[src/rtl/stage4_alu.sv]
// stage4_alu: byte-serial register-file ALU. Walks source/target byte ranges in
// ascending order, one read-read-write triple per byte, and reports carry/zero/error.
module stage4_alu (
   input  logic        ram_clk,
   input  logic        rst,
   input  logic        stage4_exec,
   output logic        stage4_exec_ready,
   input  logic [4:0]  stage4_oper,
   input  logic [15:0] stage4_source_register_start,
   input  logic [15:0] stage4_target_register_start,
   input  logic [15:0] stage4_register_length,
   output logic [8:0]  stage4_reg_read_address,
   input  logic [7:0]  stage4_reg_read_data,
   output logic        stage4_reg_write,
   output logic [8:0]  stage4_reg_write_address,
   output logic [7:0]  stage4_reg_write_data,
   output logic        stage4_carry,
   output logic        stage4_zero,
   output logic        stage4_error
);

   localparam logic [2:0] ST_IDLE   = 3'd0;
   localparam logic [2:0] ST_RD_SRC = 3'd1;
   localparam logic [2:0] ST_RD_TGT = 3'd2;
   localparam logic [2:0] ST_WRITE  = 3'd3;
   localparam logic [2:0] ST_DONE   = 3'd4;

   localparam logic [4:0] OP_ADD = 5'd1;
   localparam logic [4:0] OP_SUB = 5'd2;
   localparam logic [4:0] OP_AND = 5'd3;
   localparam logic [4:0] OP_OR  = 5'd4;
   localparam logic [4:0] OP_XOR = 5'd5;
   localparam logic [4:0] OP_MOV = 5'd6;

   logic [2:0]  state;
   logic        exec_q;
   logic [4:0]  oper_q;
   logic [8:0]  src_idx;
   logic [8:0]  tgt_idx;
   logic [15:0] remaining;
   logic [7:0]  src_byte;
   logic        cy;
   logic        acc_zero;
   logic        err_pend;

   logic        start;
   logic        start_err;
   logic [16:0] src_end;
   logic [16:0] tgt_end;
   logic [8:0]  sum9;
   logic [8:0]  diff9;
   logic [7:0]  result;
   logic        cy_next;

   assign start   = stage4_exec && !exec_q && (state == ST_IDLE);
   // Range end is start+length; checked in 17 bits so large lengths cannot wrap.
   assign src_end = {1'b0, stage4_source_register_start} + {1'b0, stage4_register_length};
   assign tgt_end = {1'b0, stage4_target_register_start} + {1'b0, stage4_register_length};
   assign start_err = (stage4_oper < OP_ADD) || (stage4_oper > OP_MOV)
                   || (stage4_source_register_start == 16'd0)
                   || (stage4_target_register_start == 16'd0)
                   || (src_end > 17'd512) || (tgt_end > 17'd512);

   assign sum9  = {1'b0, stage4_reg_read_data} + {1'b0, src_byte} + {8'd0, cy};
   assign diff9 = {1'b0, stage4_reg_read_data} - {1'b0, src_byte} - {8'd0, cy};

   // NOTE: every combinational output gets a default first, so no path can infer a latch.
   always_comb begin
      result  = 8'h00;
      cy_next = 1'b0;
      case (oper_q)
         OP_ADD:  begin result = sum9[7:0];  cy_next = sum9[8];  end
         OP_SUB:  begin result = diff9[7:0]; cy_next = diff9[8]; end
         OP_AND:  result = stage4_reg_read_data & src_byte;
         OP_OR:   result = stage4_reg_read_data | src_byte;
         OP_XOR:  result = stage4_reg_read_data ^ src_byte;
         OP_MOV:  result = src_byte;
         default: result = 8'h00;
      endcase
   end

   // NOTE: state uses non-blocking assignments so every register samples pre-edge values.
   always_ff @(posedge ram_clk or posedge rst) begin
      if (rst) begin
         state                    <= ST_IDLE;
         exec_q                   <= 1'b1;  // a level held through reset is not a new start
         oper_q                   <= 5'd0;
         src_idx                  <= 9'd0;
         tgt_idx                  <= 9'd0;
         remaining                <= 16'd0;
         src_byte                 <= 8'h00;
         cy                       <= 1'b0;
         acc_zero                 <= 1'b0;
         err_pend                 <= 1'b0;
         stage4_exec_ready        <= 1'b0;
         stage4_reg_read_address  <= 9'd0;
         stage4_reg_write         <= 1'b0;
         stage4_reg_write_address <= 9'd0;
         stage4_reg_write_data    <= 8'h00;
         stage4_carry             <= 1'b0;
         stage4_zero              <= 1'b0;
         stage4_error             <= 1'b0;
      end else begin
         exec_q <= stage4_exec;
         case (state)
            ST_IDLE: begin
               if (start) begin
                  oper_q                  <= stage4_oper;
                  src_idx                 <= stage4_source_register_start[8:0] - 9'd1;
                  tgt_idx                 <= stage4_target_register_start[8:0] - 9'd1;
                  remaining               <= stage4_register_length;
                  stage4_reg_read_address <= stage4_source_register_start[8:0] - 9'd1;
                  cy                      <= 1'b0;
                  acc_zero                <= 1'b1;
                  err_pend                <= start_err;
                  stage4_exec_ready       <= 1'b0;
                  stage4_carry            <= 1'b0;
                  stage4_zero             <= 1'b0;
                  stage4_error            <= 1'b0;
                  state <= (start_err || stage4_register_length == 16'd0) ? ST_DONE : ST_RD_SRC;
               end
            end
            ST_RD_SRC: begin
               src_byte                <= stage4_reg_read_data;
               stage4_reg_read_address <= tgt_idx;
               state                   <= ST_RD_TGT;
            end
            ST_RD_TGT: begin
               stage4_reg_write         <= 1'b1;
               stage4_reg_write_address <= tgt_idx;
               stage4_reg_write_data    <= result;
               cy                       <= cy_next;
               acc_zero                 <= acc_zero && (result == 8'h00);
               state                    <= ST_WRITE;
            end
            ST_WRITE: begin
               stage4_reg_write <= 1'b0;
               if (remaining == 16'd1) begin
                  state <= ST_DONE;
               end else begin
                  remaining               <= remaining - 16'd1;
                  src_idx                 <= src_idx + 9'd1;
                  tgt_idx                 <= tgt_idx + 9'd1;
                  stage4_reg_read_address <= src_idx + 9'd1;
                  state                   <= ST_RD_SRC;
               end
            end
            ST_DONE: begin
               stage4_exec_ready <= 1'b1;
               stage4_error      <= err_pend;
               stage4_zero       <= !err_pend && acc_zero;
               stage4_carry      <= !err_pend && (oper_q == OP_ADD || oper_q == OP_SUB) && cy;
               state             <= ST_IDLE;
            end
            default: state <= ST_IDLE;
         endcase
      end
   end

endmodule

[config.mk]
export PLATFORM = sky130hd
export DESIGN_NAME = stage4_alu
export DESIGN_NICKNAME = d
export VERILOG_FILES = /design/src/rtl/stage4_alu.sv
export SDC_FILE = /design/constraint.sdc
export NUM_CORES = 1
export LEC_CHECK = 0
export ABC_AREA = 1
export BUFFER_PORTS_ARGS = -buffer_cell sky130_fd_sc_hd__buf_4
export CELL_PAD_IN_SITES_DETAIL_PLACEMENT = 1
export CELL_PAD_IN_SITES_GLOBAL_PLACEMENT = 1
export CORE_UTILIZATION = 43
export DETAILED_ROUTE_END_ITERATION = 16
export GPL_ROUTABILITY_DRIVEN = 1
export PLACE_DENSITY_LB_ADDON = 0.3
export SLEW_MARGIN = 25
export SYNTH_ARGS = -nofsm -noshare
export SYNTH_HDL_FRONTEND = slang
export SYNTH_SLANG_ARGS = --single-unit
[constraint.sdc]
create_clock -name ram_clk -period 3.55 [get_ports ram_clk]
set_input_delay 1.065 -clock ram_clk [delete_from_list [all_inputs] [get_ports ram_clk]]
set_output_delay 1.065 -clock ram_clk [all_outputs]
set_load 0.02 [all_outputs]
# Word-level counts from Yosys, hierarchy flattened
# Index checks and enable logic that the tools add are counted.
[word_totals] register_bits=85 input_bits=64 output_inout_bits=31 word_cells=104
[op_classes] addsub=11 n_lt_le_gt_ge=4 n_eq_ne=13 n_mux=25 bitwise_logic=3 n_reduce_logical=30
[ops] op="16-bit logical NOT" count=3
[ops] op="8-bit case mux with 6 select lines" count=1
[ops] op="9-bit two-way mux" count=4
[ops] op="9-bit case mux with 2 select lines" count=2
[ops] op="16-bit by 16-bit adder with 17-bit output" count=2
[ops] op="17-bit by 10-bit > comparator with 1-bit output, second input constant" count=2
[ops] op="16-bit two-way mux" count=2
[ops] op="16-bit case mux with 2 select lines" count=1
[ops] op="9-bit case mux with 3 select lines" count=1
[ops] op="9-bit by 1-bit adder with 9-bit output, second input constant" count=2
[ops] op="9-bit by 1-bit subtractor with 9-bit output, second input constant" count=2
[ops] op="16-bit by 1-bit equality test with 1-bit output, second input constant" count=1
[ops] op="1-bit case mux with 2 select lines" count=8
[ops] op="16-bit by 1-bit subtractor with 16-bit output, second input constant" count=1
[ops] op="5-bit by 3-bit equality test with 1-bit output, second input constant" count=3
[ops] op="3-bit case mux with 4 select lines" count=1
[ops] op="5-bit by 2-bit equality test with 1-bit output, second input constant" count=2
[ops] op="8-bit by 8-bit adder with 9-bit output" count=1
[ops] op="9-bit by 1-bit adder with 9-bit output" count=1
[ops] op="3-bit two-way mux" count=3
[ops] op="8-bit by 8-bit subtractor with 9-bit output" count=1
[ops] op="9-bit by 1-bit subtractor with 9-bit output" count=1
[ops] op="8-bit bitwise AND" count=1
[ops] op="8-bit logical NOT" count=1
[ops] op="18 further kinds" count=39

# Logic depth before layout (Yosys ltp)
# Gate-level depths: netlist (run 1).
[depth] depth_word=10 mapped_depth=19

# Worst setup path before layout (run 1)
# Ideal clock, no wire load.
[synth_path] path_kind="input to register" start="input stage4_reg_read_data[0]" end="register acc_zero" setup_time_ns=0.114 t_arrival_ns=2.827 slack_ns=0.609 stages=18 n_path_buf=0 cell_sequence="fa_1 > fa_1 > inv_1 > nand2_1 > nand2_1 > nand2_1 > nand2_1 > nand2_1 > a21oi_1 > nor2_1 > nor2_1 > nand2_1 > nand2_1 > nor2_2 > nand3_1 > nand2_1 > nand2_1 > nor2_1"
[synth_between] elab_chain_cells=6
[synth_rtl] element="start: declaration" line_no="13" text="input logic [7:0] stage4_reg_read_data,"
[synth_rtl] element="8-bit by 8-bit subtractor with 9-bit output or 8-bit by 8-bit adder with 9-bit output (tied branches)" line_no="65, 64"
[synth_rtl] element="9-bit by 1-bit subtractor with 9-bit output or 9-bit by 1-bit adder with 9-bit output (tied branches)" line_no="65, 64"
[synth_rtl] element="8-bit case mux with 6 select lines (*)" line_no="71" text="case (oper_q)"
[synth_rtl] element="8-bit logical NOT (*)" line_no="133" text="acc_zero <= acc_zero && (result == 8'h00);"
[synth_rtl] element="1-bit logical AND (*)" line_no="133"
[synth_rtl] element="1-bit case mux with 2 select lines (*)" line_no="105" text="case (state)"
[synth_rtl] element="end signal: assignment" line_no="133"
[synth_rtl] element="end: declaration" line_no="43" text="logic acc_zero;"
# Every way passes the cells marked *; elsewhere a longest branch is shown, timed or not.
# A chain may end at the register's enable or synchronous reset.

# Worst setup path in the final report (run 1)
# Same ends and word-level chain as after synthesis.

==> impl_metrics.yaml, run 1 <==
clock_network:
  clock_latency_ns: 0.35
  numCtsBuffers: 9
  hold_buffers: 0
  post_cts_resized: 0
  cts_root_buffer: "clkbuf_16"
  numClockSinks: 85
  cts_htree_levels: 3
  cts.clk_slew.worst_paths_ns: 0.06
  cts_tree: "built"
  cts_setup_buffers: 0
  clockBufferDepth: 2
hold_path:
  hold_path_end: "stage4_reg_write_data[3]$_DFFE_PP0P_"
  hold_start: "stage4_reg_write_data[3]$_DFFE_PP0P_"
  whs_path_depth: 2
  worstHoldPathType: "register to register"
logic_synthesis:
  syn_inst: 1251
  synth_area_um2: 8110
  ys.flop_type: "dfrtp_1"
  synth_cell_types: 52
  ys_seq_area_share_pct: 26.2
  synthArstFlopShare_pct: 100
  synth.ff_latch_count: 85
  synth.avg_cell_area_um2: 6.48
  yosys_warnings: 0
  synth_edf_count: 0
  mappedNetlistNets: 1390
routing:
  met2_length_um: 12800
  drtPass1Iterations: 5
  wl_per_cell_um: 17.2
  drt-met1-wl_um: 12600
  drt-initial-drc-count: 385
  drt-total-wl_um: 27000
  route.met3.wl_um: 898
  ant_nets: 0
  top_layer: "met4"
  vias: 8563
  vias_per_cell: 5.44
  route.detailed.drc: 0
worst_setup_path:
  r2r-end: "acc_zero$_DFFE_PP0P_"
  required_ns: 3.83
  startpoint_type: "input port"
  crit_fanout: 5
  rr_worst_depth: 15
  critPathArrivalTime_ns: 3.28
  crit_type: "input port to register"
  r2r-start: "src_byte[0]$_DFFE_PP0N_"
  ff2ff_setup_slack_ns: 0.89
  end_kind: "register"
power_and_ir_drop:
  power_leakage_nw: 5.04
  power.share.sequential_pct: 28.3
  clock_power_share_pct: 16.5
  p_switching_mw: 3.04
  ir_worst_vdd_uv: 290
  comb_power_share_pct: 55.2
  internal_power_mw: 3.27
  p_per_area_nw_per_um2: 673
  switching_share_pct: 48.1
finish:
  drive_gt1_share_pct: 13.0
  area_growth_syn_to_layout_pct: 15.6
  mostFrequentLayoutCells: "nand2_1 (372), inv_1 (189), nor2_1 (122)"
  layout_commonest_cell: "nand2_1"
  utilization_pct: 51.5
  antenna_cells: 0
  num-nets-final: 1480
  nFillCells: 2480
place:
  dpl_worst_slack_ns: 0.216
  gp_congestion: 0.916
  dp_hpwl_um: 21500
  port_buffers: 94
timing:
  max_slew_margin_pct: 60.5
  fmax_mhz: 334
  fin_ws_ns: 0.554
  period_needed_ns: 3.00
  slew_violations: 0
  rsz0062_at_grt: "false"
  final-setup-viol-count: 0
  hold_violations: 0
  min_period_over_period_pct: 84.4
  worstMarginPinSlew_ns: 0.583
  skew_ns: 0.0121
  setup_tns_ns: 0
die:
  die_w_um: 139
  die_area_um2: 19400
  core-area_um2: 18200
  die-height_um: 139
  start_util_pct: 44.5
  rows: 49
  io-pin-count: 95
global_route:
  grt_pass1_vias: 8938
  grt_pass1_wl_um: 45200
  grt_usage_pct: 29.2
  grt_max_degree: 86
  grt_overflow: 0
  antenna_found_initial: 0
job:
  drv_cap: 0
outcome:
  status: "finished clean"
[power by group through the flow]
| stage | clock (mW) | sequential (mW) | combinational, mW |
|---|---|---|---|
| after floorplan | 0 | 1.89 | 2.26 |
| final | 1.04 | 1.79 | 3.48 |
| after global placement | 0 | 1.77 | 3.31 |
| after global routing | 1.08 | 1.84 | 3.92 |
| after CTS | 1.06 | 1.79 | 3.48 |
| after detailed placement | 0 | 1.79 | 3.44 |
[metal layers]
layer	global-route usage, %	vias to the layer above
li1	-	4207
met1	38.4	4102
met2	50.1	206
met3	3.20	48
met4	9.59	0
met5	0	-
[cell families after synthesis]
logic type	synth area share [%]
buffers and inverters	10.6
AOI/OAI and AO/OA	14.2
adders and majority gates	12.1
DFF	26.2
and+or+nand+nor	34.7
xor gates and xnor gates	2.16
[critical path, stage by stage]
cell and delay, ns:
buf_4 0.14, fa_1 0.47, ha_1 0.30, inv_1 0.03
o21ai_0 0.34, nand2_1 0.11, nand2_1 0.08, nand2_1 0.05
nand2_1 0.07, a21oi_1 0.06, o21ai_0 0.09, nand3_1 0.14
a21oi_1 0.16, nand2_1 0.07, nor2_1 0.09
[cell type report]
class / count / area (um2) / share of cell area (%)
repair buffers: 101 / 783 / 8.35
clock buffers: 10 / 229 / 2.44
clock inverters: 6 / 86.3 / 0.921
flip-flops and latches: 85 / 2130 / 22.7
well taps: 229 / 287 / 3.06
inverters: 197 / 741 / 7.90
multi-input cells: 947 / 5120 / 54.6
[worst max-delay path by stage]
stage / startpoint / cells past startpoint / to
global placement: stage4_reg_read_data[0] / 19 / acc_zero$_DFFE_PP0P_
CTS: stage4_reg_read_data[0] / 19 / acc_zero$_DFFE_PP0P_
global route: stage4_reg_read_data[0] / 15 / acc_zero$_DFFE_PP0P_
finish: stage4_reg_read_data[0] / 15 / acc_zero$_DFFE_PP0P_
detailed placement: stage4_reg_read_data[0] / 15 / acc_zero$_DFFE_PP0P_
floorplan: rst / 1 / acc_zero$_DFFE_PP0P_
[flip-flops by register name, indices dropped and copies added, names as in the netlist, 3 cells and up]
signal	count
oper_q	5
remaining	16
src_byte	8
src_idx	9
stage4_reg_read_address	9
stage4_reg_write_address	9
stage4_reg_write_data	8
state	3
tgt_idx	9
[stage by stage]
step	instance area [um2]	instances	hold WS [ns]	total power, mW
final	9380	1575	0.483	6.31
after global placement	9060	1559	0.464	5.08
after detailed placement	9060	1559	0.471	5.23
after floorplan	8110	1251	0.469	4.15
after global routing	9380	1575	0.506	6.85
after CTS	9380	1575	0.489	6.32
[synthesized netlist by cell type (all sizes together) (4+ instances only)]
library cell | count | area share, %
nand3b | 6 | 0.60
nor2 | 131 | 6.5
inv | 196 | 9.1
a21oi | 55 | 3.5
clkbuf | 10 | 0.46
ha | 69 | 11
xnor2 | 9 | 0.97
xor2 | 11 | 1.2
or2 | 4 | 0.31
a31oi | 4 | 0.31
nand2 | 388 | 18
fa | 6 | 1.5
o211ai | 4 | 0.49
dfrtp | 84 | 26
o21ai | 99 | 6.2
buf | 12 | 1.0
nor4 | 7 | 0.73
o22ai | 16 | 1.4
nor3 | 14 | 1.0
nand3 | 82 | 5.4
a22oi | 5 | 0.59
nand4 | 18 | 1.4
No activity file was read; power rests on OpenSTA's default activity.
==> run 2: changes to the inputs <==
--- a/config.mk
+++ b/config.mk
@@ -9,7 +9,7 @@
 export BUFFER_PORTS_ARGS = -buffer_cell sky130_fd_sc_hd__buf_4
 export CELL_PAD_IN_SITES_DETAIL_PLACEMENT = 1
 export CELL_PAD_IN_SITES_GLOBAL_PLACEMENT = 1
-export CORE_UTILIZATION = 43
+export CORE_UTILIZATION = 38
 export DETAILED_ROUTE_END_ITERATION = 16
 export GPL_ROUTABILITY_DRIVEN = 1
 export PLACE_DENSITY_LB_ADDON = 0.3
==> constraint.sdc (replaced) <==
create_clock -name ram_clk -period 2.51 [get_ports ram_clk]
set_input_delay 0.753 -clock ram_clk [delete_from_list [all_inputs] [get_ports ram_clk]]
set_output_delay 0.753 -clock ram_clk [all_outputs]
set_load 0.02 [all_outputs]
==> impl_metrics.yaml, run 2 (same netlist as run 1, synthesis figures left out) <==
global_route:
  grt_usage_pct: 26.6
  antenna_found_initial: 0
  grt_overflow: 0
  grt_pass1_vias: 9278
  grt_pass1_wl_um: 46300
  grt_max_degree: 86
routing:
  drt-met1-wl_um: 13000
  drt-total-wl_um: 28200
  drt-initial-drc-count: 252
  wl_per_cell_um: 16.3
  ant_nets: 0
  met2_length_um: 13700
  route.detailed.drc: 0
  vias_per_cell: 5.12
  vias: 8861
  route.met3.wl_um: 908
  top_layer: "met4"
  drtPass1Iterations: 4
timing:
  hold_slack_ns: 0.481
  fmax_mhz: 393
  min_period_over_period_pct: 101
  worstMarginPinSlew_ns: 0.491
  final-setup-viol-count: 2
  slew_violations: 0
  rsz0062_at_grt: "true"
  skew_ns: 0.0125
  max_slew_margin_pct: 67.2
  period_needed_ns: 2.54
  hold_violations: 0
  fin_ws_ns: -0.0327
worst_setup_path:
  crit_fanout: 3
  r2r-end: "cy$_DFFE_PP0P_"
  r2r-start: "src_byte[0]$_DFFE_PP0N_"
  rr_worst_depth: 16
  end_kind: "register"
  ff2ff_setup_slack_ns: -0.02
  critPathArrivalTime_ns: 2.81
  startpoint_type: "input port"
  crit_type: "input port to register"
  required_ns: 2.78
finish:
  drive_gt1_share_pct: 21.4
  num-nets-final: 1589
  area_growth_syn_to_layout_pct: 27.9
  fin_area_um2: 10400
  top_register: "remaining"
  mostFrequentLayoutCells: "nand2_1 (367), buf_4 (204), inv_1 (187)"
  antenna_cells: 0
  largest_reg_flops: 16
  layoutNonFillerInstCount: 1730
  layout_commonest_cell: "nand2_1"
power_and_ir_drop:
  ir_worst_vdd_uv: 364
  power_leakage_nw: 5.57
  p_per_area_nw_per_um2: 909
place:
  gp_congestion: 0.896
  dp_hpwl_um: 22800
  dp_cells: 1711
  dpl_worst_slack_ns: -0.380
  place_area_um2: 9960
  port_buffers: 94
clock_network:
  cts_root_buffer: "clkbuf_16"
  cts.clk_slew.worst_paths_ns: 0.07
  numCtsBuffers: 9
  clockBufferDepth: 2
  cts_htree_levels: 3
  cts_tree: "built"
  numClockSinks: 85
  clock_latency_ns: 0.35
die:
  die_w_um: 148
  io-pin-count: 95
  rows: 53
  die-height_um: 148
  die_area_um2: 21900
  start_util_pct: 38.7
  core-area_um2: 21000
hold_path:
  whs_path_depth: 2
  hold_start: "stage4_exec_ready$_DFFE_PP0P_"
  hold_path_end: "stage4_exec_ready$_DFFE_PP0P_"
  worstHoldPathType: "register to register"
job:
  drv_cap: 0
outcome:
  violations: "negative setup slack"
  status: "complete, but fails checks"
-- run 2: cell types whose count changed in the layout (fill, tap and decap cells not counted), moves of 3 or more --
cell and change:
buf_4 +105, a21oi_1 -5, a21oi_2 +5, fa_1 -5
fa_2 +5, nand2_1 -5, nand2_2 +5, nor2_1 -4
buf_8 +3, clkinv_2 -3, inv_8 +3, o21ai_0 -3
-- run 2: power by group --
part	switching (mW)	internal [mW]	total, mW
Combinational	3.34	2.17	5.52
Sequential	0.534	2.00	2.54
Clock	0.663	0.709	1.37
Total	4.54	4.89	9.43
-- run 2: critical path: stages --
cell and delay [ns]:
buf_8 0.11, fa_2 0.40, fa_2 0.37, inv_2 0.06
nand2_2 0.05, nand2_2 0.06, nand2_1 0.05, nand2_1 0.07
nand2_1 0.06, a21oi_2 0.16, nor2_2 0.07, nor2_1 0.11
nor2_1 0.07, o21bai_1 0.14, nand3_1 0.10, a21oi_2 0.16
-- run 2: worst max-delay path by stage --
stage	start	end	slack, ns	cells after the start
after global placement	stage4_reg_read_data[0]	acc_zero$_DFFE_PP0P_	-0.26	19
after CTS	stage4_reg_read_data[0]	acc_zero$_DFFE_PP0P_	-0.003	19
after detailed placement	stage4_target_register_start[0]	state[0]$_DFFE_PP0P_	-0.38	15
after global routing	stage4_target_register_start[0]	state[0]$_DFFE_PP0P_	-0.21	15
final	stage4_reg_read_data[0]	cy$_DFFE_PP0P_	-0.03	16
after floorplan	stage4_reg_read_data[0]	acc_zero$_DFFE_PP0P_	0.01	18
-- run 2: per-layer routing --
| layer | track usage, % | vias up |
|---|---|---|
| met4 | 7.78 | 0 |
| met2 | 46.3 | 159 |
| li1 | - | 4427 |
| met1 | 34.2 | 4228 |
| met5 | 0 | - |
| met3 | 3.40 | 47 |
-- run 2: cell type report --
| cell class | count | area, um2 |
|---|---|---|
| Clock buffer | 9 | 225 |
| Multi-Input combinational cell | 947 | 5220 |
| Inverter | 197 | 743 |
| Timing Repair Buffer | 210 | 1640 |
| Tap cell | 275 | 344 |
| Clock inverter | 7 | 75.1 |
| Sequential cell | 85 | 2130 |
| Fill cell | 2829 | 10600 |
-- run 2: repair_timing --
action / in CTS / in global routing
setup endpoints to repair: 4 / 10
pin swaps: 1 / 17
hold buffers: 0 / 0
gates resized for setup: 6 / 26
buffers inserted: 0 / 3
-- run 2: per-stage QoR --
step / util, % / power (mW) / setup TNS, ns
2_1_floorplan: - / 5.90 / 0
3_3_place_gp: 47.5 / 7.63 / -1.88
3_5_place_dp: 47.5 / 7.86 / -2.76
4_1_cts: 49.0 / 9.35 / -0.00310
5_1_grt: 49.5 / 10.3 / -0.875
6_report: 49.5 / 9.43 / -0.0486
